File: config.mk
export PLATFORM = sky130hd
export DESIGN_NAME = traffic_phase_sched
export DESIGN_NICKNAME = d
export VERILOG_FILES = /design/src/rtl/traffic_pkg.sv /design/src/rtl/traffic_phase_sched_phase_timer.sv /design/src/rtl/traffic_phase_sched.sv
export SDC_FILE = /design/constraint.sdc
export NUM_CORES = 1
export LEC_CHECK = 0
export BUFFER_PORTS_ARGS = -buffer_cell sky130_fd_sc_hd__buf_2
export CAP_MARGIN = 20
export CORE_MARGIN = 2
export CORE_UTILIZATION = 45
export CTS_CLUSTER_DIAMETER = 60
export DETAILED_ROUTE_END_ITERATION = 10
export PLACE_DENSITY = 0.66
export SETUP_SLACK_MARGIN = 0.02
export SYNTH_ARGS = -nofsm -noshare
export SYNTH_HDL_FRONTEND = slang
export SYNTH_SLANG_ARGS = --single-unit
export TNS_END_PERCENT = 20
File: constraint.sdc
create_clock -name clk -period 2.7 [get_ports clk]
set_input_delay 0.405 -clock clk [delete_from_list [all_inputs] [get_ports clk]]
set_output_delay 0.405 -clock clk [all_outputs]
set_load 0.01 [all_outputs]
File: src/rtl/traffic_pkg.sv
// Shared types and lamp encodings for the two-road phase scheduler.
package traffic_pkg;

  typedef enum logic [2:0] {
    CLR_A = 3'd0,
    GRN_A = 3'd1,
    YEL_A = 3'd2,
    CLR_B = 3'd3,
    GRN_B = 3'd4,
    YEL_B = 3'd5
  } phase_t;

  // Per-road lamp triple, ordered {red, yellow, green}
  localparam logic [2:0] LAMP_R = 3'b100;
  localparam logic [2:0] LAMP_Y = 3'b010;
  localparam logic [2:0] LAMP_G = 3'b001;

  // Returns {ra, ya, ga, rb, yb, gb} for a phase
  function automatic logic [5:0] lamps_of(input phase_t p);
    logic [5:0] v;
    case (p)
      GRN_A:   v = {LAMP_G, LAMP_R};
      YEL_A:   v = {LAMP_Y, LAMP_R};
      GRN_B:   v = {LAMP_R, LAMP_G};
      YEL_B:   v = {LAMP_R, LAMP_Y};
      default: v = {LAMP_R, LAMP_R};
    endcase
    return v;
  endfunction

endpackage

File: src/rtl/traffic_phase_sched_phase_timer.sv
// Per-phase cycle timer: clears on phase change, saturates at MAX_GREEN-1.
module phase_timer #(
  parameter int MIN_GREEN = 4,
  parameter int MAX_GREEN = 10,
  parameter int YEL_CYC   = 2,
  parameter int CLR_CYC   = 1,
  parameter int TW        = $clog2(MAX_GREEN + 1)
) (
  input  logic          clk,
  input  logic          rst_n,
  input  logic          clr,
  output logic [TW-1:0] tmr,
  output logic [TW-1:0] tmr_nx,
  output logic          clr_done,
  output logic          yel_done,
  output logic          min_rch,
  output logic          max_rch
);

  localparam logic [TW-1:0] T_MAX = TW'(MAX_GREEN - 1);
  localparam logic [TW-1:0] T_MIN = TW'(MIN_GREEN - 1);
  localparam logic [TW-1:0] T_YEL = TW'(YEL_CYC - 1);
  localparam logic [TW-1:0] T_CLR = TW'(CLR_CYC - 1);

  always_comb begin
    tmr_nx = tmr;
    if (clr)
      tmr_nx = '0;
    else if (tmr != T_MAX)
      tmr_nx = tmr + TW'(1);
  end

  always_ff @(posedge clk or negedge rst_n) begin
    if (!rst_n)
      tmr <= '0;
    else
      tmr <= tmr_nx;
  end

  assign clr_done = (tmr == T_CLR);
  assign yel_done = (tmr == T_YEL);
  assign min_rch  = (tmr >= T_MIN);
  assign max_rch  = (tmr == T_MAX);

endmodule

File: src/rtl/traffic_phase_sched.sv
// Demand-driven two-road phase scheduler with min/max green, yellow, all-red and walk.
module traffic_phase_sched
  import traffic_pkg::*;
#(
  parameter int MIN_GREEN = 4,
  parameter int MAX_GREEN = 10,
  parameter int YEL_CYC   = 2,
  parameter int CLR_CYC   = 1,
  parameter int WALK_CYC  = 3
) (
  input  logic       clk,
  input  logic       rst_n,
  input  logic       sa,
  input  logic       sb,
  input  logic       ped_a,
  input  logic       ped_b,
  output logic       ra,
  output logic       ya,
  output logic       ga,
  output logic       rb,
  output logic       yb,
  output logic       gb,
  output logic       walk_a,
  output logic       walk_b,
  output logic [2:0] phase
);

  localparam int TW = $clog2(MAX_GREEN + 1);
  localparam logic [TW-1:0] T_WALK = TW'(WALK_CYC);

  phase_t        state_q, state_nx;
  logic [TW-1:0] tmr, tmr_nx;
  logic          clr_done, yel_done, min_rch, max_rch;
  logic          lat_a, lat_b, arm_a, arm_b;
  logic          lat_a_nx, lat_b_nx, arm_a_nx, arm_b_nx;
  logic          walk_a_nx, walk_b_nx;
  logic          a_dem, b_dem, chg, enter_ga, enter_gb;

  phase_timer #(
    .MIN_GREEN (MIN_GREEN),
    .MAX_GREEN (MAX_GREEN),
    .YEL_CYC   (YEL_CYC),
    .CLR_CYC   (CLR_CYC),
    .TW        (TW)
  ) u_tmr (
    .clk      (clk),
    .rst_n    (rst_n),
    .clr      (chg),
    .tmr      (tmr),
    .tmr_nx   (tmr_nx),
    .clr_done (clr_done),
    .yel_done (yel_done),
    .min_rch  (min_rch),
    .max_rch  (max_rch)
  );

  assign a_dem = sa | lat_a;
  assign b_dem = sb | lat_b;

  always_comb begin
    state_nx = state_q;
    case (state_q)
      CLR_A: if (clr_done) state_nx = GRN_A;
      GRN_A: if (min_rch && b_dem && (!a_dem || max_rch)) state_nx = YEL_A;
      YEL_A: if (yel_done) state_nx = CLR_B;
      CLR_B: if (clr_done) state_nx = GRN_B;
      GRN_B: if (min_rch && a_dem && (!b_dem || max_rch)) state_nx = YEL_B;
      YEL_B: if (yel_done) state_nx = CLR_A;
      default: state_nx = CLR_A;
    endcase
  end

  assign chg      = (state_nx != state_q);
  assign enter_ga = chg && (state_nx == GRN_A);
  assign enter_gb = chg && (state_nx == GRN_B);

  // A request pending at green entry is consumed into arm_x; one arriving on
  // that same cycle is kept for the next service.
  always_comb begin
    lat_a_nx  = enter_ga ? ped_a : (lat_a | ped_a);
    lat_b_nx  = enter_gb ? ped_b : (lat_b | ped_b);
    arm_a_nx  = (state_nx == GRN_A) ? (enter_ga ? lat_a : arm_a) : 1'b0;
    arm_b_nx  = (state_nx == GRN_B) ? (enter_gb ? lat_b : arm_b) : 1'b0;
    walk_a_nx = (state_nx == GRN_A) && arm_a_nx && (tmr_nx < T_WALK);
    walk_b_nx = (state_nx == GRN_B) && arm_b_nx && (tmr_nx < T_WALK);
  end

  always_ff @(posedge clk or negedge rst_n) begin
    if (!rst_n) begin
      state_q                  <= CLR_A;
      lat_a                    <= 1'b0;
      lat_b                    <= 1'b0;
      arm_a                    <= 1'b0;
      arm_b                    <= 1'b0;
      {ra, ya, ga, rb, yb, gb} <= {LAMP_R, LAMP_R};
      walk_a                   <= 1'b0;
      walk_b                   <= 1'b0;
    end else begin
      state_q                  <= state_nx;
      lat_a                    <= lat_a_nx;
      lat_b                    <= lat_b_nx;
      arm_a                    <= arm_a_nx;
      arm_b                    <= arm_b_nx;
      {ra, ya, ga, rb, yb, gb} <= lamps_of(state_nx);
      walk_a                   <= walk_a_nx;
      walk_b                   <= walk_b_nx;
    end
  end

  assign phase = state_q;

endmodule

==> flow_metrics.tcl, run 1 <==
set metrics [dict create \
    cts.sinks 19 \
    powerDensity_mw_per_mm2 1170 \
    hold_buffers 0 \
    grt_start_max_net_pins 20 \
    max_cap_violations 0 \
    fmax_mhz 475 \
    nFillCells 217 \
    routedLengthMet1_um 908 \
    syn_avg_cell_area_sq_um 9.74 \
    worstPathArrival_ns 2.32 \
    rsz0062_at_grt "no" \
    clk_pin_slew_worst_paths_ns 0.11 \
    syn_to_final_growth_pct 10.3 \
    cts_inserted_buffers 3 \
    finalSetupViolCount 0 \
    globalRouteOverflowTotal 0 \
    via_per_inst 5.41 \
    dieArea_sq_mm 0.00272 \
    yosys-top-cells-count "dfrtp_1, nand2_1, a21oi_1, nor2_1" \
    seq_area_sq_um 478 \
    coreArea_sq_mm 0.00219 \
    reg2reg_depth 7 \
    fin_hold_ws_ns 0.0211 \
    drtAntennaViolNets 0 \
    start_util 0.476 \
    drc 0 \
    cellLeakagePower_nw 0.521 \
    nets 132 \
    r2r_setup_slack_ns 0.60 \
    wl_um 1940 \
    cp_max_fo 7 \
    die_h_um 52.1 \
    status "completed" \
    ys_ff_latch 19 \
    cp-start-kind "register" \
    post_cts_resize_count 0 \
    path_class "register to register" \
    dr_wl_met3_um 95 \
    required_ns 2.92 \
    synth_ff_type "dfrtp_1" \
    ys_seq_area_frac 0.459 \
    htree_levels 1 \
    place_worst_setup_slack_ns 0.604 \
    cts_tree "done" \
    synth_edf_count 0 \
    layout-drive-gt1-share 0.246 \
    drt_iter0_markers 16 \
    slew_headroom 0.695 \
    clockBufferDepth 2 \
    io_buffers 16 \
    p_total_mw 1.34 \
    wl_per_cell_um 12.9 \
    met2_length_um 920 \
    critical_path.endpoint_type "register" \
    postCtsSetupRepairBufs 0 \
    multi_input_area_sq_um 515 \
    syn_nets 116 \
    hp-class "input pin to asynchronous set/reset pin" \
    synth_async_sr_flop_share 1.00 \
    num_vias 811 \
    yosysWarnings 0 \
    io_pins 17 \
    syn_area_sq_mm 0.00104 \
    synth_area_leader_cell "dfrtp_1" \
    startpoint "u_tmr.tmr[1]" \
    diodes 0 \
    clock_skew_ns 0.00869 \
    row_count 17 \
    setup_slack_ns 0.595 \
    tightest_slew_ns 0.457 \
    dp_cells 146 \
    synth_cells 107 \
    hold_viol 0 \
    grt_pass1_wl_um 3400 \
    grt_util_all_layers 0.171 \
    r2r_end "walk_a" \
    dpl.hpwl_um 1450 \
    clkLatencyLatePin_ns 0.29 \
    yosys.area.top_type_share 0.408 \
    stdcell_count 150 \
    grt_pass1_vias 745 \
    synth_cell_types 38 \
    routabilityCongestion 0.816 \
    vdd_drop_max_uv 613 \
    root_buffer "clkbuf_4" \
    synth_area_leaders "dfrtp_1, dfstp_2, a21oi_1" \
    post-route-period-util 0.780 \
    die_x_um 52.1 \
    slew_viol_final 0 \
    highest_layer "met4" \
    firstDrtPassIters 4 \
    fin_setup_tns_ns 0 \
    r2r_start "u_tmr.tmr[1]" \
    antenna_found_initial 0 \
    fin_crit_ns 2.10 \
    synth.most_common_cell "dfrtp_1" \
]
[flip-flops by register name, summed over array words and instances (netlist names)]
name	flops
yb	1
walk_b	1
lat_b	1
phase	3
lat_a	1
arm_a	1
arm_b	1
u_tmr.tmr	4
gb	1
ga	1
ra	1
ya	1
walk_a	1
rb	1
[cell type report]
cell class	count	share of cell area
Timing Repair Buffer	16	0.0696
Sequential cell	19	0.416
Multi-Input combinational cell	79	0.448
Tap cell	28	0.0305
Inverter	4	0.0131
Clock buffer	4	0.0229
[worst max path at each step]
stage / end / cells after the start
floorplan: arm_a / 6
global placement: walk_a / 6
detailed placement: arm_a / 6
CTS: walk_a / 6
global route: arm_a / 7
finish: walk_a / 7
[worst max-delay path, stage by stage, from the launching register on]
cell and delay (ns):
dfrtp_1 0.47, inv_1 0.11, ha_1 0.22, nor3b_1 0.43, nor3b_1 0.11, a211oi_1 0.24
a221o_2 0.27, mux2i_1 0.19
[power breakdown]
part | switching (mW) | internal [mW] | leakage [nW]
clock network | 0.0822 | 0.0574 | 0.0150
registers | 0.151 | 0.399 | 0.236
logic | 0.355 | 0.298 | 0.270
[cell families (layout without fill, tap and decap cells)]
group,Yosys count,in the layout,synth area share
multiplexers,2,2,0.0192
buffers and inverters,9,24,0.0468
AO/OA/AOI/OAI,25,25,0.169
adder cells (fa/ha/maj),3,3,0.0360
XOR/XNOR,2,2,0.0168
flip-flops,19,19,0.459
AND/OR/NAND/NOR,47,47,0.253
[through the flow]
stage,util,area [sq um]
global route,0.525,1150
detailed placement,0.513,1120
CTS,0.525,1150
finish,0.525,1150
floorplan,-,1040
global placement,0.513,1120
[cells in the final DEF, fill, tap and decap left out, drive strengths merged, types with 2 or more instances in the layout]
| cell | count |
|---|---|
| nand2b | 5 |
| or2 | 2 |
| inv | 4 |
| nand3 | 5 |
| dfstp | 2 |
| nor3 | 3 |
| nand2 | 12 |
| nor3b | 3 |
| nor2 | 9 |
| o21ai | 3 |
| dfrtp | 17 |
| mux2i | 2 |
| clkbuf | 4 |
| ha | 3 |
| a21o | 2 |
| buf | 16 |
| a21oi | 10 |
| nand3b | 2 |
[routing by layer]
metal / up-vias / track usage
li1: 405 / -
met2: 19 / 0.266
met5: - / 0
met4: 0 / 0.0263
met3: 2 / 0.0517
met1: 385 / 0.238
Power figures use the tool's default switching activity.
==> run 2, diff against run 1 <==
--- a/config.mk
+++ b/config.mk
@@ -5,6 +5,7 @@
 export SDC_FILE = /design/constraint.sdc
 export NUM_CORES = 1
 export LEC_CHECK = 0
+export ABC_AREA = 1
 export BUFFER_PORTS_ARGS = -buffer_cell sky130_fd_sc_hd__buf_2
 export CAP_MARGIN = 20
 export CORE_MARGIN = 2
==> constraint.sdc (replaced) <==
create_clock -name clk -period 2.1 [get_ports clk]
set_input_delay 0.315 -clock clk [delete_from_list [all_inputs] [get_ports clk]]
set_output_delay 0.315 -clock clk [all_outputs]
set_load 0.01 [all_outputs]
==> run 2 against run 1 <==
Compared with the run above:
- synthesized cell count increased by 9.3%
- final area decreased by 0.11%
- die area decreased by 4.1%
- wire length decreased by 5.2%
- non-clock buffer count increased by 1
- critical endpoint unchanged
- critical path type unchanged
- global-route usage decreased by 0.28 points
- sequential cell count unchanged
- clock power increased by 31%
- first-iteration DRC count decreased by 50%
==> flow_metrics.tcl, run 2 <==
set metrics [dict create \
    yosys-top-cells-count "inv_1, nand2_1, dfrtp_1, nor2_1, nand2_2" \
    cp_max_fo 5 \
    grt_util_all_layers 0.168 \
    p_total_mw 1.51 \
    die_h_um 51.0 \
    vdd_drop_max_uv 640 \
    worstPathArrival_ns 1.93 \
    fin_crit_ns 1.75 \
    io_pins 17 \
    r2r_setup_slack_ns 0.35 \
    finalSetupViolCount 0 \
    hold_viol 0 \
    coreArea_sq_mm 0.00215 \
    diodes 0 \
    synth_edf_count 0 \
    syn_area_sq_um 996 \
    synth_cell_types 25 \
    cts_tree "done" \
    syn_nets 126 \
    firstDrtPassIters 4 \
    syn_to_final_growth_pct 15.3 \
    hold_depth 2 \
    critical_path.endpoint_type "register" \
    dieArea_sq_mm 0.00261 \
    layout_common_cells "inv_1, nand2_1, dfrtp_1" \
    routabilityCongestion 0.877 \
    slew_headroom 0.719 \
    largest_reg_flops 4 \
    drt_iter0_markers 8 \
    drtAntennaViolNets 0 \
    path_class "register to register" \
    ys_seq_area_frac 0.480 \
    root_buffer "clkbuf_4" \
    cts.sinks 19 \
    reg2reg_depth 11 \
    rsz0062_at_grt "no" \
    fin_setup_tns_ns 0 \
    cellLeakagePower_nw 0.642 \
    clockBufferDepth 2 \
    grt_pass1_wl_um 3220 \
    start_util 0.464 \
    htree_levels 1 \
    drc 0 \
    hp-class "input pin to register" \
    clock_skew_ns 0.00251 \
    num_vias 797 \
    via_per_inst 4.80 \
    cts_inserted_buffers 3 \
    post-route-period-util 0.831 \
    ys_ff_latch 19 \
    hp-start "ped_a" \
    worstHoldEndpoint "lat_a" \
    r2r_start "u_tmr.tmr[1]" \
    clkLatencyLatePin_ns 0.29 \
    slew_viol_final 0 \
    critical-path-slowest-cell "dfrtp_1" \
    required_ns 2.29 \
    cp-start-kind "register" \
    yosysWarnings 0 \
    seq_area_sq_um 478 \
    syn_avg_cell_area_sq_um 8.51 \
    layout-drive-gt1-share 0.283 \
    dpl.hpwl_um 1490 \
    path_cells "inv_1 -> ha_1 -> nand3_2 -> nand2_1 -> nand3_1 -> nand2_1 -> nand4_1 -> nand2_2 -> nand4_1 -> nand2_1 -> nor2_1" \
    synth_ff_type "dfrtp_1" \
    postCtsSetupRepairBufs 0 \
    clk_pin_slew_worst_paths_ns 0.11 \
    antenna_found_initial 0 \
    status "completed" \
    multi_input_area_sq_um 432 \
    max_cap_violations 0 \
    nFillCells 196 \
    fmax_mhz 573 \
    r2r_end "walk_a" \
    io_buffers 16 \
    wl_um 1840 \
    synth_area_leader_cell "dfrtp_1" \
    top_register "u_tmr.tmr" \
    cp_slowest_stage_delay_ns 0.41 \
    wl_per_cell_um 11.1 \
    die_x_um 51.0 \
    globalRouteOverflowTotal 0 \
    fin_hold_ws_ns 0.203 \
    tightest_slew_ns 0.421 \
    synth_cells 117 \
    powerDensity_mw_per_mm2 1320 \
    yosys.area.top_type_share 0.427 \
    grt_start_max_net_pins 20 \
    grt_pass1_vias 774 \
    nets 148 \
    synth_async_sr_flop_share 1.00 \
    row_count 17 \
    synth_area_leaders "dfrtp_1, inv_1, nand2_1" \
    critPathMostFrequentCell "nand2_1" \
]
==> run 2: changes by cell type after synthesis, sizes merged, moves of 3 or more <==
| cell | delta |
|---|---|
| nand2b | -5 |
| buf | -3 |
| nor2 | +10 |
| nand4 | +3 |
| nor3b | -3 |
| inv | +19 |
| nand2 | +15 |
| a21oi | -8 |
==> run 2: worst max path at each step <==
stage | from | endpoint | depth (start not counted)
floorplan | u_tmr.tmr[1] | walk_a | 11
global placement | u_tmr.tmr[0] | walk_b | 8
detailed placement | u_tmr.tmr[1] | walk_a | 11
CTS | u_tmr.tmr[1] | walk_a | 11
global route | u_tmr.tmr[1] | walk_a | 11
finish | u_tmr.tmr[1] | walk_a | 11
==> run 2: what timing repair did <==
item / in CTS / in global routing
endpoints found under the hold margin: 17 / 0
gates resized for setup: 0 / 0
hold buffers: 1 / 0
setup endpoints to repair: 0 / 0
==> run 2: metal layers <==
layer  vias to the layer above  GRT usage  part of all wire
met5                         -          0                 0
met4                         0     0.0946             0.033
met3                         8     0.0351             0.033
met2                        16      0.253              0.45
met1                       367      0.223              0.48
li1                        406          -                 -
==> run 2: cells by family (layout without fill, tap and decap cells) <==
family | after synthesis | in the layout | synth area share
AND/OR/NAND/NOR | 58 | 58 | 0.299
XOR/XNOR | 2 | 2 | 0.0176
AO/OA/AOI/OAI | 12 | 12 | 0.0792
flip-flops | 19 | 19 | 0.480
adder cells (fa/ha/maj) | 3 | 3 | 0.0377
buffers and inverters | 23 | 44 | 0.0867
==> run 2: metrics by stage <==
step	cells	util	setup slack (ns)	instance area, sq um
finish	166	0.535	0.354	1150
CTS	166	0.535	0.345	1150
global route	166	0.535	0.135	1150
floorplan	117	-	0.543	996
detailed placement	161	0.517	0.379	1110
global placement	161	0.517	0.453	1110
==> run 2: worst max-delay path: cells and delay by family (launching register included) <==
kind	cells	cell delay, ns
and+or+nand+nor	9	0.93
DFF	1	0.41
adders and majority gates	1	0.20
buffers and inverters	1	0.10
==> run 2: power breakdown <==
part           internal (mW)  leakage [nW]  total, mW  switching (mW)
Clock                 0.0709        0.0177      0.184           0.113
Sequential             0.478         0.236      0.553          0.0748
Combinational          0.275         0.388      0.777           0.502
Total                  0.824         0.642       1.51           0.689
==> run 2: cell type report <==
class / count / area share
flip-flops and latches: 19 / 0.416
multi-input cells: 75 / 0.376
repair buffers: 17 / 0.0784
inverters: 23 / 0.0752
well taps: 28 / 0.0305
clock buffers: 3 / 0.0196
clock inverters: 1 / 0.00436
